[src/rtl/seq_det_sequencer.sv]
// seq_det_sequencer: shifts words MSB-first into the shared 1101 detector and tallies its hits.
// Optional SEQDET_RESTART_EN: pulse the detector reset for one cycle before every word.
module seq_det_sequencer #(
    parameter int unsigned DATA_W = 8,
    parameter int unsigned CNT_W  = 8
) (
    input  logic                          clk,
    input  logic                          rst_n,
    input  logic                          in_valid,
    output logic                          in_ready,
    input  logic [DATA_W-1:0]             in_data,
    input  logic                          clr_cnt,
    output logic                          det_x,
    output logic                          det_valid,
    output logic                          det_rst_n,
    input  logic                          det_z,
    output logic                          busy,
    output logic                          word_done,
    output logic [$clog2(DATA_W+1)-1:0]   word_hits,
    output logic [CNT_W-1:0]              match_cnt
);
    localparam int unsigned HW = $clog2(DATA_W + 1);
    localparam int unsigned BW = (DATA_W > 1) ? $clog2(DATA_W) : 1;

`ifdef SEQDET_RESTART_EN
    typedef enum logic [1:0] {ST_IDLE, ST_SHIFT, ST_RST} state_t;
`else
    typedef enum logic [1:0] {ST_IDLE, ST_SHIFT} state_t;
`endif

    state_t              state_q, state_d;
    logic [DATA_W-1:0]   sreg_q, sreg_d;
    logic [BW-1:0]       bit_q, bit_d;
    logic [HW-1:0]       hcnt_q, hcnt_d;
    logic [HW-1:0]       word_hits_q, word_hits_d;
    logic                word_done_q, word_done_d;
    logic [CNT_W-1:0]    match_q, match_d;
    logic                det_rst_q, det_rst_d;
    logic                last_bit, take, hit;

    assign last_bit  = (state_q == ST_SHIFT) && (bit_q == BW'(DATA_W - 1));
    assign in_ready  = (state_q == ST_IDLE) || last_bit;
    assign take      = in_valid && in_ready;
    assign det_valid = (state_q == ST_SHIFT);
    assign busy      = (state_q != ST_IDLE);
    assign hit       = det_valid && det_z;
    // The register drains to zero by the end of each word, so IDLE drives x=0.
    assign det_x     = sreg_q[DATA_W-1];
    assign det_rst_n = det_rst_q;
    assign word_done = word_done_q;
    assign word_hits = word_hits_q;
    assign match_cnt = match_q;

    always_comb begin
        state_d     = state_q;
        sreg_d      = sreg_q;
        bit_d       = bit_q;
        hcnt_d      = hcnt_q;
        word_hits_d = word_hits_q;
        word_done_d = 1'b0;
        det_rst_d   = 1'b1;
        match_d     = match_q;

        case (state_q)
            ST_SHIFT: begin
                sreg_d = sreg_q << 1;
                bit_d  = bit_q + BW'(1);
                hcnt_d = hcnt_q + HW'(hit);
                if (last_bit) begin
                    word_done_d = 1'b1;
                    word_hits_d = hcnt_q + HW'(hit);
                    bit_d       = '0;
                    state_d     = ST_IDLE;
                end
            end
`ifdef SEQDET_RESTART_EN
            ST_RST:  state_d = ST_SHIFT;
`endif
            default: state_d = ST_IDLE;
        endcase

        // A load on the last bit overrides the return to IDLE for a gap-free stream.
        if (take) begin
            sreg_d = in_data;
            bit_d  = '0;
            hcnt_d = '0;
`ifdef SEQDET_RESTART_EN
            state_d   = ST_RST;
            det_rst_d = 1'b0;
`else
            state_d   = ST_SHIFT;
`endif
        end

        if (clr_cnt) begin
            match_d = '0;
        end else if (hit && (match_q != '1)) begin
            match_d = match_q + CNT_W'(1);
        end
    end

    always_ff @(posedge clk or negedge rst_n) begin
        if (!rst_n) begin
            state_q     <= ST_IDLE;
            sreg_q      <= '0;
            bit_q       <= '0;
            hcnt_q      <= '0;
            word_hits_q <= '0;
            word_done_q <= 1'b0;
            match_q     <= '0;
            det_rst_q   <= 1'b0;
        end else begin
            state_q     <= state_d;
            sreg_q      <= sreg_d;
            bit_q       <= bit_d;
            hcnt_q      <= hcnt_d;
            word_hits_q <= word_hits_d;
            word_done_q <= word_done_d;
            match_q     <= match_d;
            det_rst_q   <= det_rst_d;
        end
    end
endmodule

[config.mk]
export PLATFORM = sky130hd
export DESIGN_NAME = seq_det_sequencer
export DESIGN_NICKNAME = d
export VERILOG_FILES = /design/src/rtl/seq_det_sequencer.sv
export SDC_FILE = /design/constraint.sdc
export NUM_CORES = 1
export LEC_CHECK = 0
export CORE_UTILIZATION = 50
export CTS_CLUSTER_DIAMETER = 100
export DETAILED_ROUTE_END_ITERATION = 10
export PLACE_DENSITY = 0.88
export SLEW_MARGIN = 10
export SYNTH_ARGS = -nofsm -noshare
export SYNTH_HDL_FRONTEND = slang
export SYNTH_SLANG_ARGS = --single-unit
[constraint.sdc]
create_clock -name clk -period 1.75 [get_ports clk]
set_input_delay 0.2625 -clock clk [delete_from_list [all_inputs] [get_ports clk]]
set_output_delay 0.2625 -clock clk [all_outputs]
set_load 0.01 [all_outputs]
==> results.py, run 1 <==
metrics = {
    "sta": {
        "hold_slack_ns": 0.327,
        "min_period_ns": 1.71,
        "slew_viol_final": 0,
        "finalSetupViolations": 0,
        "finalClockSkew_ns": 0.00944,
        "finalHoldViolCount": 0,
        "post-route-period-util_pct": 97.9,
        "rsz0062_at_grt": "no",
        "fmax_mhz": 584,
    },
    "synthesis": {
        "yosys_warnings": 0,
        "synth_xor_area_share_pct": 2.99,
        "synthSimpleGateAreaFrac_pct": 16.2,
        "yosys.cell_count.top_type": "dfrtp_1",
        "synth_top_area_share_pct": 51.2,
        "synth_enable_flop_cells": 0,
        "syn_nets": 162,
        "syn_area_per_cell_sq_um": 10.2,
        "synth_compound_area_share_pct": 11.3,
        "synth_cells": 144,
        "synthAdderAreaFrac_pct": 4.27,
        "yosys.cell_types.count": 35,
        "synth_top_family_by_area": "simple AND/OR/NAND/NOR gates",
        "ys_ff_latch": 30,
        "synthFlopType": "dfrtp_1",
        "synth_top_cell_by_area": "dfrtp_1",
        "ys_async_sr_fraction_pct": 100,
        "synth_mux_area_share_pct": 9.65,
        "synth_common_cells": "30 x dfrtp_1, 20 x nor2_1, 14 x nand2_1, 8 x a21oi_1",
        "seq_area_frac_synth_pct": 51.2,
        "syn_area_sq_um": 1470,
        "synth_area_leaders": "dfrtp_1 51%, mux2_2 5.4%, nor2_1 5.1%",
    },
    "die": {
        "die_h_microns": 56.1,
        "core_area_sq_um": 2760,
        "io_pins": 31,
        "die_w_microns": 56.1,
        "start_util_pct": 53.1,
        "dieArea_sq_um": 3150,
        "rows": 19,
    },
    "worst_setup_path": {
        "cp-start-kind": "flop",
        "cp-end-kind": "primary output",
        "crit_fanout": 7,
        "reg2reg_to": "word_hits[1]$_DFFE_PN0P_",
        "reg2reg_depth": 6,
        "ff2ff_setup_slack_ns": 0.11,
        "crit_arrival_ns": 1.45,
        "worstSetupStartpoint": "state_q[0]$_DFFE_PN0P_",
        "worstPathRequired_ns": 1.49,
        "criticalPathCategory": "flop to primary output",
        "reg2reg_from": "state_q[0]$_DFFE_PN0P_",
    },
    "route": {
        "num_vias": 1268,
        "viasPerCell": 5.59,
        "first_pass_iters": 6,
        "wire_per_inst_microns": 14.2,
        "routed_wirelength_microns": 3230,
        "first_iter_violations": 62,
        "antenna_left": 0,
        "drc_errors": 0,
    },
    "power": {
        "powerDensity_nw_per_um2": 1390,
        "p_sw_uw": 964,
        "peakVddDrop_mv": 1.11,
        "seq_power_share_pct": 38.6,
        "swShare_pct": 34.6,
        "p_leak_uw": 0.000955,
        "p_clk_share_pct": 15.2,
        "internal-power_uw": 1820,
        "p_comb_share_pct": 46.2,
    },
    "clocking": {
        "cts_hold_buf": 0,
        "cts_root_buf": "clkbuf_4",
        "cts_made_buffers": 5,
        "cts_buffer_depth": 2,
        "cts_tree": "yes",
        "path_clk_slew_ns": 0.10,
        "h-tree-depth": 2,
        "cts.sinks": 30,
        "clk_latency_ns": 0.32,
    },
    "global_route": {
        "antenna_found_initial": 0,
        "grt_max_degree": 31,
        "grt_pass1_vias": 1196,
        "grt_pass1_wl_microns": 5250,
        "gr-usage-all-layers_pct": 21.3,
        "grt_overflow": 0,
    },
    "layout": {
        "num_antenna_cells": 0,
        "syn2layout_area_growth_pct": 36.8,
        "drive_gt1_share_pct": 23.5,
        "finish.instance_area_sq_um": 2000,
        "fin_cells": 227,
        "fin_nets": 213,
    },
    "placement": {
        "numPortBuffers": 30,
        "place.gp.congestion": 0.794,
        "placed_area_sq_um": 1850,
        "placed_cells": 210,
        "hpwl_microns": 2200,
    },
    "min_path": {
        "hold_class": "primary input to asynchronous set/reset pin",
    },
    "status": {
        "outcome": "finished, final reports clean",
    },
    "flow_run": {
        "cap_violations": 0,
    },
}
-- critical path: stages (launching register included) --
cell and delay (ns):
dfrtp_1 0.44, buf_6 0.16, clkdlybuf4s50_1 0.53
-- metal layers --
layer / GRT usage [%] / share of wire [%] / up-vias / wire length (microns)
li1: - / - / 599 / -
met1: 25.0 / 42 / 623 / 1350
met2: 38.3 / 53 / 42 / 1710
met3: 5.81 / 4.5 / 4 / 146
met4: 5.92 / 0.84 / 0 / 27
met5: 0 / 0 / - / 0
-- power by group through the flow --
stage                     combinational, uW  sequential, uW  clock [uW]
after floorplan                         656            1080           0
after CTS                              1200            1070         426
after global routing                   1420            1100         461
after detailed placement               1120            1080           0
after global placement                 1060            1060           0
final                                  1290            1070         424
-- final cells by class --
type,count,area (sq um)
clock inverters,1,5.00
repair buffers,51,459
clock buffers,7,55.1
well taps,31,38.8
multi-input cells,102,677
flip-flops and latches,30,751
fillers,202,753
inverters,5,18.8
-- worst max path at each step --
stage / slack, ns / endpoint / cells after the start
2_1_floorplan: 0.13 / word_hits[1]$_DFFE_PN0P_ / 6
3_3_place_gp: 0.04 / in_ready / 5
3_5_place_dp: -0.002 / in_ready / 5
4_1_cts: 0.0009 / det_valid / 2
5_1_grt: 0.005 / det_valid / 2
6_report: 0.04 / det_valid / 2
-- flip-flops by register name, indices dropped and copies added (netlist names) --
signal / cells
sreg_q: 8
state_q: 1
hcnt_q: 4
word_hits: 4
word_done: 1
det_rst_n: 1
bit_q: 3
match_cnt: 8
-- metrics by stage --
stage | worst slack [ns] | utilization (%) | total power, uW | setup TNS (ns)
global route | 0.00457 | 72.7 | 2990 | 0
floorplan | 0.129 | - | 1740 | 0
CTS | 0.000879 | 70.8 | 2690 | 0
global placement | 0.0394 | 67.2 | 2120 | 0
detailed placement | -0.00151 | 67.2 | 2200 | -0.00151
finish | 0.0368 | 72.7 | 2780 | 0
-- kinds of logic after synthesis --
kind of cell,after synthesis
buffers and inverters,12
AND/OR/NAND/NOR,51
XOR/XNOR,5
multiplexers,13
adder cells (fa/ha/maj),5
AO/OA/AOI/OAI,27
flip-flops,30
other,1
-- cells in the final DEF, fill, tap and decap left out, types with 2 or more instances in the layout --
| cell | netlist | final |
|---|---|---|
| clkdlybuf4s50_1 | 0 | 28 |
| mux2_1 | 2 | 2 |
| xor2_1 | 4 | 4 |
| clkbuf_4 | 0 | 5 |
| nand2_1 | 14 | 14 |
| a22o_1 | 2 | 2 |
| buf_4 | 3 | 20 |
| mux2_2 | 7 | 7 |
| mux2i_1 | 4 | 4 |
| inv_2 | 2 | 2 |
| nor3_1 | 3 | 3 |
| a21oi_1 | 8 | 8 |
| dfrtp_1 | 30 | 30 |
| nor2_1 | 20 | 20 |
| o22ai_1 | 7 | 7 |
| inv_1 | 3 | 3 |
| nand4_1 | 2 | 2 |
| ha_1 | 5 | 3 |
| nand3_1 | 3 | 3 |
| o21ai_0 | 5 | 5 |
-- what timing repair did --
action                     in CTS  in global routing
setup endpoints to repair       3                  4
pin swaps                       0                  1
resized for setup               6                  5
buffers inserted                4                  5
No activity file was read; power rests on OpenSTA's default activity.
==> run 2: changes to the inputs <==
- CTS_BUF_LIST: not set -> sky130_fd_sc_hd__clkbuf_4
==> results.py, run 2 (synthesis gave the netlist of run 1 again) <==
metrics = {
    "route": {
        "first_pass_iters": 5,
        "viasPerCell": 5.57,
        "wire_per_inst_microns": 14.2,
        "num_vias": 1265,
        "antenna_left": 0,
        "first_iter_violations": 61,
        "drc_errors": 0,
        "routed_wirelength_microns": 3220,
    },
    "layout": {
        "fin_nets": 213,
        "layout_commonest_cell": "dfrtp_1",
        "fin_cells": 227,
        "drive_gt1_share_pct": 23.5,
        "regArea_sq_um": 751,
        "multiInputGateArea_sq_um": 677,
        "fillerInstances": 203,
        "num_antenna_cells": 0,
        "layout_common_cells": "30 x dfrtp_1, 28 x clkdlybuf4s50_1, 20 x nor2_1, 20 x buf_4, 14 x nand2_1",
        "finish.instance_area_sq_um": 2000,
        "syn2layout_area_growth_pct": 36.4,
    },
    "sta": {
        "min_period_ns": 1.71,
        "hold_slack_ns": 0.329,
        "post-route-period-util_pct": 97.6,
        "finalHoldViolCount": 0,
        "fmax_mhz": 586,
        "finalSetupViolations": 0,
        "rsz0062_at_grt": "no",
        "finalClockSkew_ns": 0.00899,
        "slew_viol_final": 0,
    },
    "worst_setup_path": {
        "crit_arrival_ns": 1.45,
        "criticalPathCategory": "flop to primary output",
        "worstPathRequired_ns": 1.49,
        "cp-end-kind": "primary output",
        "reg2reg_depth": 6,
        "cp-start-kind": "flop",
        "crit_fanout": 7,
    },
    "global_route": {
        "antenna_found_initial": 0,
        "gr-usage-all-layers_pct": 21.3,
        "grt_max_degree": 31,
        "grt_overflow": 0,
        "grt_pass1_wl_microns": 5230,
        "grt_pass1_vias": 1190,
    },
    "min_path": {
        "hold_class": "primary input to asynchronous set/reset pin",
    },
    "placement": {
        "placed_area_sq_um": 1850,
        "hpwl_microns": 2200,
        "place.gp.congestion": 0.794,
        "numPortBuffers": 30,
        "placed_cells": 210,
    },
    "clocking": {
        "cts.sinks": 30,
        "cts_tree": "yes",
        "path_clk_slew_ns": 0.09,
        "cts_buffer_depth": 2,
        "cts_root_buf": "clkbuf_4",
        "h-tree-depth": 2,
        "clk_latency_ns": 0.32,
        "cts_made_buffers": 5,
    },
    "die": {
        "die_w_microns": 56.1,
        "dieArea_sq_um": 3150,
        "core_area_sq_um": 2760,
        "die_h_microns": 56.1,
        "io_pins": 31,
        "start_util_pct": 53.1,
        "rows": 19,
    },
    "flow_run": {
        "cap_violations": 0,
    },
    "power": {
        "peakVddDrop_mv": 1.10,
        "powerDensity_nw_per_um2": 1380,
        "p_leak_uw": 0.000953,
    },
    "status": {
        "outcome": "finished, final reports clean",
    },
}
==> run 2: per-layer routing <==
layer	part of all wire (%)	global-route usage [%]	up-vias
met5	0	0	-
met4	0.78	5.92	0
met3	5.0	5.81	4
met2	53	38.3	41
met1	42	24.8	620
li1	-	-	600
==> run 2: power by group <==
group	internal (uW)	switching [uW]	total (uW)	leakage, uW
Clock	166	226	393	0.0000331
Combinational	711	572	1280	0.000537
Sequential	913	161	1070	0.000384
Total	1790	959	2750	0.000953
==> run 2: stage by stage <==
stage	setup WS [ns]	util, %	power, uW	setup TNS, ns
final	0.0423	72.5	2750	0
after global routing	0.00457	72.5	2960	0
after CTS	0.000879	70.6	2660	0
after detailed placement	-0.00151	67.2	2200	-0.00151
after global placement	0.0394	67.2	2120	0
after floorplan	0.129	-	1740	0
==> run 2: worst max-delay path, cell delays in order, from the launching register on <==
cell and delay (ns):
dfrtp_1 0.44, buf_6 0.15, clkdlybuf4s50_1 0.53
==> run 2: final cells by class <==
type | count | area share, %
tap | 31 | 1.94
inverter | 5 | 0.939
clock inverter | 2 | 0.438
multi-input combinational | 102 | 33.9
sequential | 30 | 37.6
clock buffer | 6 | 2.25
timing repair buffer | 51 | 23.0
==> run 2: final timing paths <==
path / start / to / slack (ns)
worst max-delay path: state_q[0]$_DFFE_PN0P_ / det_valid / 0.04
max in group asynchronous: rst_n / det_rst_n$_DFF_PN0_ / 1.14
worst min register to register: word_hits[3]$_DFFE_PN0P_ / word_hits[3]$_DFFE_PN0P_ / 0.49
min in group clk: word_hits[3]$_DFFE_PN0P_ / word_hits[3]$_DFFE_PN0P_ / 0.49
worst max register to register: state_q[0]$_DFFE_PN0P_ / word_hits[1]$_DFFE_PN0P_ / 0.11
worst min-delay path: rst_n / match_cnt[5]$_DFFE_PN0P_ / 0.33
==> run 2: timing repair <==
| item | CTS | global route |
|---|---|---|
| endpoints found under the hold margin | 0 | 0 |
| pin swaps | 0 | 1 |
| hold buffers | 0 | 0 |
| buffers inserted | 4 | 5 |
| endpoints found under the setup margin | 3 | 4 |
| resized for setup | 6 | 5 |
==> run 3: changes to the inputs <==
- CELL_PAD_IN_SITES_DETAIL_PLACEMENT: not set -> 1
- CELL_PAD_IN_SITES_GLOBAL_PLACEMENT: not set -> 2
- CORE_UTILIZATION: 50 -> 32
- PLACE_DENSITY: 0.88 -> 0.89
==> results.py, run 3 (synthesis gave the netlist of run 1 again) <==
metrics = {
    "worst_setup_path": {
        "cp_num_buf_inv": 2,
        "path_delay_family": "adder cells",
        "max_stage_delay_ns": 0.39,
        "crit_slowest_cell": "dfrtp_1",
        "criticalPathCategory": "flop to primary output",
        "cp-start-kind": "flop",
        "reg2reg_to": "hcnt_q[3]$_DFFE_PN0P_",
        "ff2ff_setup_slack_ns": 0.13,
        "crit_fanout": 2,
        "cp_cell_sequence": "ha_1, ha_2, nor2b_4, inv_2, buf_2",
        "reg2reg_from": "bit_q[0]$_DFFE_PN0P_",
        "reg2reg_depth": 8,
        "crit_arrival_ns": 1.40,
        "cp-end-kind": "primary output",
        "worstPathRequired_ns": 1.49,
    },
    "placement": {
        "place.gp.congestion": 0.733,
        "numPortBuffers": 30,
        "hpwl_microns": 2550,
    },
    "status": {
        "outcome": "finished, final reports clean",
    },
    "layout": {
        "fin_nets": 205,
        "drive_gt1_share_pct": 19.7,
        "layout_common_cells": "30 x dfrtp_1, 27 x clkdlybuf4s50_1, 20 x nor2_1",
        "utilization_pct": 44.6,
        "syn2layout_area_growth_pct": 33.4,
        "layout_commonest_cell": "dfrtp_1",
        "num_antenna_cells": 0,
    },
    "route": {
        "first_iter_violations": 30,
        "antenna_left": 0,
        "num_vias": 1209,
        "routed_wirelength_microns": 3400,
        "first_pass_iters": 4,
        "viasPerCell": 5.04,
        "drc_errors": 0,
        "wire_per_inst_microns": 14.2,
    },
    "sta": {
        "min_period_ns": 1.66,
        "hold_slack_ns": 0.320,
        "slew_viol_final": 0,
        "finalSetupViolations": 0,
        "finalClockSkew_ns": 0.0108,
        "post-route-period-util_pct": 94.9,
        "finalHoldViolCount": 0,
        "fmax_mhz": 602,
    },
    "global_route": {
        "grt_overflow": 0,
        "antenna_found_initial": 0,
        "grt_max_degree": 31,
        "grt_pass1_vias": 1266,
        "gr-usage-all-layers_pct": 15.5,
        "grt_pass1_wl_microns": 5890,
    },
    "die": {
        "die_h_microns": 69.7,
        "start_util_pct": 33.4,
        "die_w_microns": 69.7,
        "core_area_sq_um": 4380,
        "dieArea_sq_um": 4850,
        "io_pins": 31,
        "rows": 24,
    },
    "clocking": {
        "cts_tree": "yes",
        "cts_hold_buf": 0,
        "cts_root_buf": "clkbuf_4",
        "cts_buffer_depth": 2,
        "clk_latency_ns": 0.32,
        "path_clk_slew_ns": 0.10,
        "cts_made_buffers": 5,
        "h-tree-depth": 2,
        "cts.sinks": 30,
    },
    "power": {
        "p_leak_uw": 0.000919,
        "design_power_total_uw": 2600,
        "peakVddDrop_mv": 0.582,
        "powerDensity_nw_per_um2": 1330,
    },
    "min_path": {
        "hold_class": "primary input to asynchronous set/reset pin",
    },
    "flow_run": {
        "cap_violations": 0,
    },
}
[run 3: cell types whose count changed in the layout (fill, tap and decap cells not counted), sizes merged]
cell | before | now
clkdlybuf4s50 | 28 | 27
dlymetal6s2s | 1 | 2
buf | 22 | 14
[run 3: cell type report]
cell class	count	area (sq um)
tap	52	65.1
clock buffer	6	45.0
clock inverter	2	8.76
sequential	30	751
timing repair buffer	43	402
multi-input combinational	102	664
inverter	5	18.8
fill	506	2430
[run 3: worst max-delay path by stage]
stage,start,end,depth (start not counted)
final,bit_q[0]$_DFFE_PN0P_,in_ready,5
after global routing,bit_q[0]$_DFFE_PN0P_,in_ready,5
after CTS,state_q[0]$_DFFE_PN0P_,det_valid,2
after detailed placement,bit_q[0]$_DFFE_PN0P_,in_ready,5
after global placement,bit_q[0]$_DFFE_PN0P_,in_ready,5
after floorplan,state_q[0]$_DFFE_PN0P_,word_hits[1]$_DFFE_PN0P_,6
[run 3: what timing repair did]
item                       CTS  global route
cloned                       0             0
buffers inserted             0             1
setup endpoints to repair    4             4
hold endpoints to repair     0             0
gates resized for setup      7             3
[run 3: worst reg2reg max path: cells and delay by family (launching register included)]
kind	cells	cell delay [ns]
AO/OA/AOI/OAI	2	0.26
adder cells (fa/ha/maj)	2	0.40
buffers and inverters	2	0.21
flip-flops	1	0.39
AND/OR/NAND/NOR	2	0.29
[run 3: where the power goes]
group / switching (uW) / total [uW] / leakage, uW / internal [uW]
clock: 232 / 398 / 0.0000331 / 166
combinational: 535 / 1150 / 0.000503 / 611
sequential: 146 / 1060 / 0.000384 / 912
[run 3: per-stage QoR]
stage	instances	setup TNS, ns	cell area (sq um)	setup slack, ns
after floorplan	144	0	1470	0.129
after global placement	231	0	1880	0.0289
after detailed placement	231	-0.00525	1880	-0.00525
after CTS	239	0	1940	0.00325
after global routing	240	-0.00547	1950	-0.00547
final	240	0	1950	0.0884
[run 3: layer usage]
| layer | track usage, % | wire (microns) | up-vias | part of all wire [%] |
|---|---|---|---|---|
| met5 | 0 | 0 | - | 0 |
| met4 | 2.67 | 27 | 0 | 0.79 |
| met3 | 5.23 | 170 | 3 | 5.0 |
| met2 | 26.9 | 1700 | 27 | 50 |
| met1 | 18.9 | 1500 | 595 | 44 |
| li1 | - | - | 584 | - |
